**src/rtl/fetch_pair_queue_if.sv**
```systemverilog
// Instruction memory bus between the fetch queue (master) and instruction memory (slave).
// Single outstanding request, no ready: memory always accepts a request in its issue cycle.
interface fetch_pair_queue_if;
    logic        imem_req;
    logic [31:0] imem_addr;
    logic        imem_rvalid;
    logic [31:0] imem_rdata;

    modport master (
        output imem_req,
        output imem_addr,
        input  imem_rvalid,
        input  imem_rdata
    );

    modport slave (
        input  imem_req,
        input  imem_addr,
        output imem_rvalid,
        output imem_rdata
    );
endinterface

```
**src/rtl/fetch_pair_queue.sv**
```systemverilog
// Sequential instruction fetch into a circular queue; presents the two oldest words
// as a pair to the dual-issue scheduler and accepts a branch redirect (flush).
module fetch_pair_queue #(
    parameter int unsigned DEPTH    = 8,
    parameter logic [31:0] RESET_PC = 32'h0000_0000
) (
    input  logic                      clk,
    input  logic                      n_rst,
    fetch_pair_queue_if.master        imem,
    input  logic                      flush,
    input  logic [31:0]               flush_pc,
    input  logic                      freeze1,
    input  logic                      freeze2,
    output logic [31:0]               instruction0,
    output logic [31:0]               instruction1,
    output logic                      nothing_filled
);

    localparam int unsigned AW       = $clog2(DEPTH);
    localparam int unsigned PW       = AW + 1;
    localparam logic [PW-1:0] FULL     = PW'(DEPTH);
    localparam logic [PW-1:0] PTR_MASK = PW'(DEPTH - 1);

    typedef enum logic [1:0] {StBoot, StIdle, StWait, StDiscard} state_e;

    state_e        state_q, state_d;
    logic [31:0]   pc_q, pc_d;
    logic [PW-1:0] count_q, count_d;
    logic [PW-1:0] rd_ptr_q, rd_ptr_d;
    logic [PW-1:0] wr_ptr_q, wr_ptr_d;
    logic [31:0]   mem_q [DEPTH];

    logic          req;
    logic          push;
    logic [1:0]    pop_cnt;
    logic [AW-1:0] rd_idx0;
    logic [AW-1:0] rd_idx1;

    // Fetch FSM: next state, request, pc advance and push decision.
    always_comb begin
        state_d = state_q;
        pc_d    = pc_q;
        req     = 1'b0;
        push    = 1'b0;
        case (state_q)
            StBoot: state_d = StIdle;
            StIdle: begin
                if (!flush && (count_q < FULL)) begin
                    req     = 1'b1;
                    pc_d    = pc_q + 32'd4;
                    state_d = StWait;
                end
            end
            StWait: begin
                // A flush drops the in-flight word; if it has not arrived yet it must be
                // swallowed later in StDiscard so it never lands after the redirect.
                if (flush) begin
                    state_d = imem.imem_rvalid ? StIdle : StDiscard;
                end else if (imem.imem_rvalid) begin
                    push    = 1'b1;
                    state_d = StIdle;
                end
            end
            StDiscard: begin
                if (imem.imem_rvalid) begin
                    state_d = StIdle;
                end
            end
            default: state_d = StBoot;
        endcase
        if (flush) begin
            pc_d = flush_pc;
        end
    end

    // Pop up to two entries when the scheduler is not frozen.
    always_comb begin
        pop_cnt = 2'd0;
        if (!freeze1 && !freeze2 && !flush) begin
            pop_cnt = (count_q >= PW'(2)) ? 2'd2 : count_q[1:0];
        end
    end

    // Queue bookkeeping; flush empties the queue and overrides push/pop.
    always_comb begin
        rd_ptr_d = rd_ptr_q;
        wr_ptr_d = wr_ptr_q;
        count_d  = count_q;
        if (flush) begin
            rd_ptr_d = '0;
            wr_ptr_d = '0;
            count_d  = '0;
        end else begin
            rd_ptr_d = (rd_ptr_q + PW'(pop_cnt)) & PTR_MASK;
            if (push) begin
                wr_ptr_d = (wr_ptr_q + PW'(1)) & PTR_MASK;
            end
            count_d = count_q + PW'(push) - PW'(pop_cnt);
        end
    end

    // State, pc and pointer registers.
    always_ff @(posedge clk or negedge n_rst) begin
        if (!n_rst) begin
            state_q  <= StBoot;
            pc_q     <= RESET_PC;
            count_q  <= '0;
            rd_ptr_q <= '0;
            wr_ptr_q <= '0;
        end else begin
            state_q  <= state_d;
            pc_q     <= pc_d;
            count_q  <= count_d;
            rd_ptr_q <= rd_ptr_d;
            wr_ptr_q <= wr_ptr_d;
        end
    end

    // Queue storage; contents are only observed through count, so no reset is needed.
    always_ff @(posedge clk) begin
        if (push) begin
            mem_q[wr_ptr_q[AW-1:0]] <= imem.imem_rdata;
        end
    end

    assign rd_idx0 = rd_ptr_q[AW-1:0];
    assign rd_idx1 = rd_ptr_q[AW-1:0] + AW'(1);

    assign imem.imem_req  = req;
    assign imem.imem_addr = pc_q;

    assign instruction0   = (count_q >= PW'(1)) ? mem_q[rd_idx0] : 32'h0;
    assign instruction1   = (count_q >= PW'(2)) ? mem_q[rd_idx1] : 32'h0;
    assign nothing_filled = (count_q == '0);

endmodule

```
**src/flat_wrapper.sv**
```systemverilog
// flat-port wrapper written by rule: the top's interface ports become plain ports
module fetch_pair_queue_flat 
#(
    parameter int unsigned DEPTH    = 8,
    parameter logic [31:0] RESET_PC = 32'h0000_0000
)
  (clk, n_rst, flush, flush_pc, freeze1, freeze2, instruction0, instruction1, nothing_filled, imem_imem_req, imem_imem_addr, imem_imem_rvalid, imem_imem_rdata);
  fetch_pair_queue_if imem_i ();
  input  logic clk;
  input  logic n_rst;
  input  logic flush;
  input  logic [31:0] flush_pc;
  input  logic freeze1;
  input  logic freeze2;
  output logic [31:0] instruction0;
  output logic [31:0] instruction1;
  output logic nothing_filled;
  output wire logic [$bits(imem_i.imem_req)-1:0] imem_imem_req;
  output wire logic [$bits(imem_i.imem_addr)-1:0] imem_imem_addr;
  input wire logic [$bits(imem_i.imem_rvalid)-1:0] imem_imem_rvalid;
  input wire logic [$bits(imem_i.imem_rdata)-1:0] imem_imem_rdata;
  assign imem_imem_req = imem_i.imem_req;
  assign imem_imem_addr = imem_i.imem_addr;
  assign imem_i.imem_rvalid = imem_imem_rvalid;
  assign imem_i.imem_rdata = imem_imem_rdata;
  fetch_pair_queue #(.DEPTH(DEPTH), .RESET_PC(RESET_PC)) u_core (.clk(clk), .n_rst(n_rst), .imem(imem_i), .flush(flush), .flush_pc(flush_pc), .freeze1(freeze1), .freeze2(freeze2), .instruction0(instruction0), .instruction1(instruction1), .nothing_filled(nothing_filled));
endmodule
```
**config.mk**
```make
export PLATFORM = sky130hd
export DESIGN_NAME = fetch_pair_queue_flat
export DESIGN_NICKNAME = d
export VERILOG_FILES = /design/src/rtl/fetch_pair_queue_if.sv /design/src/rtl/fetch_pair_queue.sv /design/src/flat_wrapper.sv
export SDC_FILE = /design/constraint.sdc
export NUM_CORES = 1
export LEC_CHECK = 0
export CAP_MARGIN = 20
export CELL_PAD_IN_SITES_DETAIL_PLACEMENT = 1
export CELL_PAD_IN_SITES_GLOBAL_PLACEMENT = 2
export CORE_MARGIN = 2
export CORE_UTILIZATION = 25
export CTS_BUF_LIST = sky130_fd_sc_hd__clkbuf_4
export CTS_CLUSTER_SIZE = 10
export DETAILED_ROUTE_END_ITERATION = 10
export PLACE_DENSITY = 0.56
export SYNTH_ARGS = -nofsm -noshare
export SYNTH_HDL_FRONTEND = slang
export SYNTH_SLANG_ARGS = --single-unit
```
**constraint.sdc**
```tcl
create_clock -name clk -period 4.2 [get_ports clk]
set_input_delay 0.42 -clock clk [delete_from_list [all_inputs] [get_ports clk]]
set_output_delay 0.42 -clock clk [all_outputs]
set_load 0.01 [all_outputs]
```
# After elaboration in Yosys (flattened, before gate mapping)

Memory sizes are Yosys's and may differ from the RTL's.
Cells that the tools add are included.

Add/sub/neg operators: 6
Reduce and logical (&&, ||, !) cells: 12
Eq/ne operators: 4
Mux-type cells: 23
Order comparisons: 3

Operator list:

| operator                | count |
|---|---|
| $mux W32                | 5 |
| $add A32 B3 Y32 const B | 1 |
| $mux W2                 | 6 |
| $mux W3                 | 3 |
| $pmux W2 S4             | 1 |
| $mux W1                 | 7 |
| $add A3 B1 Y3 const B   | 2 |
| $reduce_bool A2 Y1      | 3 |
| $add A4 B1 Y4           | 1 |
| $eq A2 B2 Y1 const B    | 2 |
| $ge A4 B1 Y1 const B    | 1 |
| $ge A4 B2 Y1 const B    | 1 |
| $logic_not A4 Y1        | 1 |
| $lt A4 B4 Y1 const B    | 1 |
| $mux W4                 | 1 |
| $sub A4 B2 Y4           | 1 |
| $add A3 B2 Y3           | 1 |
| $logic_and A1 B1 Y1     | 3 |
| $logic_not A1 Y1        | 3 |
| $eq A2 B1 Y1 const B    | 1 |
| $logic_not A2 Y1        | 1 |
| $ne A2 B1 Y1 const B    | 1 |
| $reduce_and A2 Y1       | 1 |

Memories kept: 1
Register bits: 44
Logic and storage cells: 54
Bits in writable memories: 256

Memories:

| name         | words | width | rd ports | clocked after Yosys merged registers in | write ports | line                   | text |
|---|---|---|---|---|---|---|---|
| u_core.mem_q | 8     | 32    | 2        | 0                                       | 1           | fetch_pair_queue.sv:31 | `logic [31:0] mem_q [DEPTH];` |

# Longest topological paths before layout

Word-level depth: 6
Gate-level depth with buffers: 10
Gate-level depth less buffers: 10

# Worst setup path before layout

No wires, ideal clock.

Path type: input-to-reg
From: input flush
To: memory u_core.mem_q[0][0] (enable)
Path slack: 482 ps
Arrival time: 3257 ps
Stages on the path: 3
Required time: 3739 ps
Library setup time: 461 ps
Cell sequence: clkbuf_1 or3_1 nor3_1

Cells in the longest elaborated chain, start to end: 4

RTL lines:

| element                       | line                    | text |
|---|---|---|
| from (decl)                   | flat_wrapper.sv:11      | `input logic flush;` |
| $mux W1                       | fetch_pair_queue.sv:57  | `if (flush) begin` |
| $mux W1                       | fetch_pair_queue.sv:45  | `case (state_q)` |
| $mux W1                       | fetch_pair_queue.sv:121 | `if (push) begin` |
| $mux W1 (implied by the code) | fetch_pair_queue.sv:122 | `mem_q[wr_ptr_q[AW-1:0]] <= imem.imem_rdata;` |
| to (decl)                     | fetch_pair_queue.sv:31  |  |

No other way between the ends.

# Final worst setup path

From: register u_core.rd_ptr_q[1]
To: output instruction1[9]

Cells in the longest elaborated chain, start to end: 3

RTL lines:

| element                | line                    | text |
|---|---|---|
| from (decl)            | fetch_pair_queue.sv:29  | `logic [PW-1:0] rd_ptr_q, rd_ptr_d;` |
| from (signal assigned) | fetch_pair_queue.sv:114 | `rd_ptr_q <= rd_ptr_d;` |
| $add A3 B1 Y3          | fetch_pair_queue.sv:127 | `assign rd_idx1 = rd_ptr_q[AW-1:0] + AW'(1);` |
| $mem_v2 Z8 W32         | n/a                     |  |
| $mux W32               | fetch_pair_queue.sv:133 | `assign instruction1 = (count_q >= PW'(2)) ? mem_q[rd_idx1] : 32'h0;` |
| to (decl)              | flat_wrapper.sv:16      | `output logic [31:0] instruction1;` |

No other way between the ends.

==> results.md <==
- Crit path kind: flip-flop to primary output
- Post-CTS repair timing setup buffer count: 0
- Final Cycle Share: 0.921
- Vias in the first global route: around 10000
- Die area: between 0.05 and 0.06 mm²
- Iter 0 DRT Violations: approximately 360
- Number of port buffers: roughly 170
- Met1 usage: 0.181
- Hold WC Path Type: input port to async pin
- First-pass GRT wire length: 61500 µm
- Routing usage on met3: 0.0368
- # Max-Cap Violations: 0
- CTS tree: built
- Largest net degree at the start of global routing: ~130
- Final Non-Filler Cells: between 1500 and 2000
- Peak VDD IR: 152 µV
- DR WL/cell: approximately 21 µm
- Htree depth: 3
- Clock transition at path regs: 0.07 ns
- Clock root buffer: clkbuf_4
- Worst EP arrival: around 3.5 ns
- Mapped Area: approximately 0.014 mm²
- CTS Buffer Depth: 3
- Area grow syn2layout: 26.7%
- Final count of hold timing violations: 0
- Starting Density: 0.252
- R2R Setup Slk: approximately 1.7 ns
- Seq cells post-synth: 300
- Final min period: roughly 3.9 ns
- CP Launch Point: u_core.rd_ptr_q[1]$_DFF_PN0_
- Via count: between 8000 and 9000
- Nets: roughly 1200
- RSZ-0062 raised after global routing: no
- Hold Slack: around 0.14 ns
- EDFF count, synth: 256
- Worst R2R Start: u_core.state_q[0]$_DFFE_PN0P_
- Setup_tns: 0 ns
- Final Routed Wirelength: a little over 40000 µm
- Total CTS buffers: 85
- First-pass DRT Iterations: 4
- Sink Count: 300
- CP endpoint kind: primary output
- Worst Path Required: 3.78 ns
- Syn_area_per_cell: ~16 µm²
- Status: finished clean
- Detail Route Antenna Nets: 0
- Setup violators final: 0
- Clock skew: between 0.03 and 0.04 ns
- Reg2reg path depth: 5
- Slowest cell delay on critical path: between 0.6 and 0.7 ns
- Vias/cell: between 4 and 5
- Most used standard cell by instance count after synthesis: edfxtp_1
- Worst path depth: 6
- Routability cong.: between 0.7 and 0.8
- Post-synth top cells: edfxtp_1 (256), mux4_2 (128), nand2_1 (104)
- Synth warn: 0
- Total track usage: 0.140
- Fraction of layout instances using a drive strength above 1: 0.279
- Slowest cell on crit path: ha_4
- Crit path max fanout: 26
- Dpl ws: around 1 ns
- Synth Instances: about 860
- Drc violations: 0
- Met2 Use GR: 0.227
- Gr ovfl total: 0
- GRT Max-Usage Layer: met2
- Yosys cell types: 42
- Row cnt: 87
- Leak Pwr: 5.72 nW
- CP delay by family, top: buffers and inverters
- Max_slew headroom: 0.378
- Pwr per Cell Area: approximately 440 mW/mm²
- Placed cells: approximately 1800
- Yosys top cell area share: 0.542
- Yosys top cell by area: edfxtp_1
- Overall die height: around 240 µm
- Clk Latency, worst-skew pair: roughly 0.78 ns
- Slew Viols, Final: 0
- IO Count: roughly 170
- Ys async rst share: 0.147
- Least-Margin Pin Slew: 0.933 ns
- RR Endpoint: u_core.mem_q[3][12]$_DFFE_PP_
- Crit path to: instruction1[9]
- Initial antenna violation count: 2
- Die Width: 242 µm
- Total core area: around 0.056 mm²
- Synth area leaders: edfxtp_1 (54%), mux4_2 (20%), dfrtp_1 (7.8%)
- PnR worst setup slack: around 0.33 ns
- Critical Path Start Type: flip-flop
- Detailed Place HPWL: around 25000 µm
- Max Freq: between 200 and 300 MHz
- Crit path cell chain: ha_4 > buf_4 > mux4_2 > nand2_1 > a21oi_1 > clkdlybuf4s50_1
- Buf+Inv Stages, Crit Path: 2
- Sequential share of the synthesized area: 0.619
- Prevailing post-synth register cell: edfxtp_1
## cell usage in the layout (no fill, tap or decap), drive strengths merged, types with 28 or more instances in the layout
| cell | n |
|---|---|
| mux2i | 34 |
| o21ai | 28 |
| nor2 | 55 |
| clkbuf | 132 |
| mux4 | 128 |
| dfrtp | 44 |
| edfxtp | 256 |
| nand2 | 104 |
| a21oi | 34 |
| buf | 28 |
| clkdlybuf4s50 | 165 |
## sequential cells by signal (all words and copies together) (netlist names)
| name | count |
|---|---|
| u_core.state_q | 2 |
| u_core.imem.imem_addr | 32 |
| u_core.mem_q | 256 |
| u_core.wr_ptr_q | 3 |
| u_core.rd_ptr_q | 3 |
| u_core.count_q | 4 |
## per-layer routing
layer  up-vias  share of wire  routed length, µm
met4         0          0.019                764
met5         -              0                  0
met3        57          0.059               2380
met2       231           0.48              19500
met1      4572           0.44              17900
li1       3901              -                  -
## per-stage QoR
| step | util | cell area [µm²] | power, mW |
|---|---|---|---|
| after floorplan | - | 14200 | 4.27 |
| after global placement | 0.300 | 16900 | 5.35 |
| after detailed placement | 0.300 | 16900 | 5.35 |
| after CTS | 0.320 | 18000 | 8.10 |
| after global routing | 0.320 | 18000 | 8.37 |
| final | 0.320 | 18000 | 7.90 |
## logic make-up (layout without fill, tap and decap cells)
family	count (synthesis)	after routing	share of synthesized area
DFF	300	300	0.619
and+or+nand+nor	215	215	0.0712
muxes	167	167	0.231
AOI/OAI and AO/OA	67	67	0.0244
buffers and inverters	65	352	0.0204
xor gates and xnor gates	37	37	0.0228
adders and majority gates	11	11	0.0108
other	1	4	0.000264
## worst min-delay path by stage
stage	start	to	slack, ns	depth (start not counted)
floorplan	n_rst	u_core.count_q[0]$_DFF_PN0_	0.12	0
detailed placement	n_rst	u_core.imem.imem_addr[13]$_DFFE_PN0P_	0.43	1
global placement	n_rst	u_core.imem.imem_addr[12]$_DFFE_PN0P_	0.43	1
finish	n_rst	u_core.imem.imem_addr[12]$_DFFE_PN0P_	0.14	2
CTS	n_rst	u_core.imem.imem_addr[13]$_DFFE_PN0P_	0.04	2
global route	n_rst	u_core.imem.imem_addr[12]$_DFFE_PN0P_	0.13	2
## power by group
part           leakage (nW)  switching, mW  internal (mW)
Clock                 0.635           1.26           1.41
Combinational          2.25          0.938          0.885
Sequential             2.84         0.0948           3.31
Total                  5.72           2.29           5.61
## layout make-up
type	count	area, µm²
diodes	2	5.00
clock buffers	132	991
clock inverters	15	65.1
fillers	5915	38300
inverters	10	37.5
multi-input cells	499	5230
flip-flops and latches	300	8800
well taps	756	946
repair buffers	195	1910
## timing repair
item | CTS | global route
hold buffers | 2 | 0
resized for setup | 0 | 0
hold endpoints to repair | 22 | 0
Note: power is estimated with default switching activity, not from simulation.
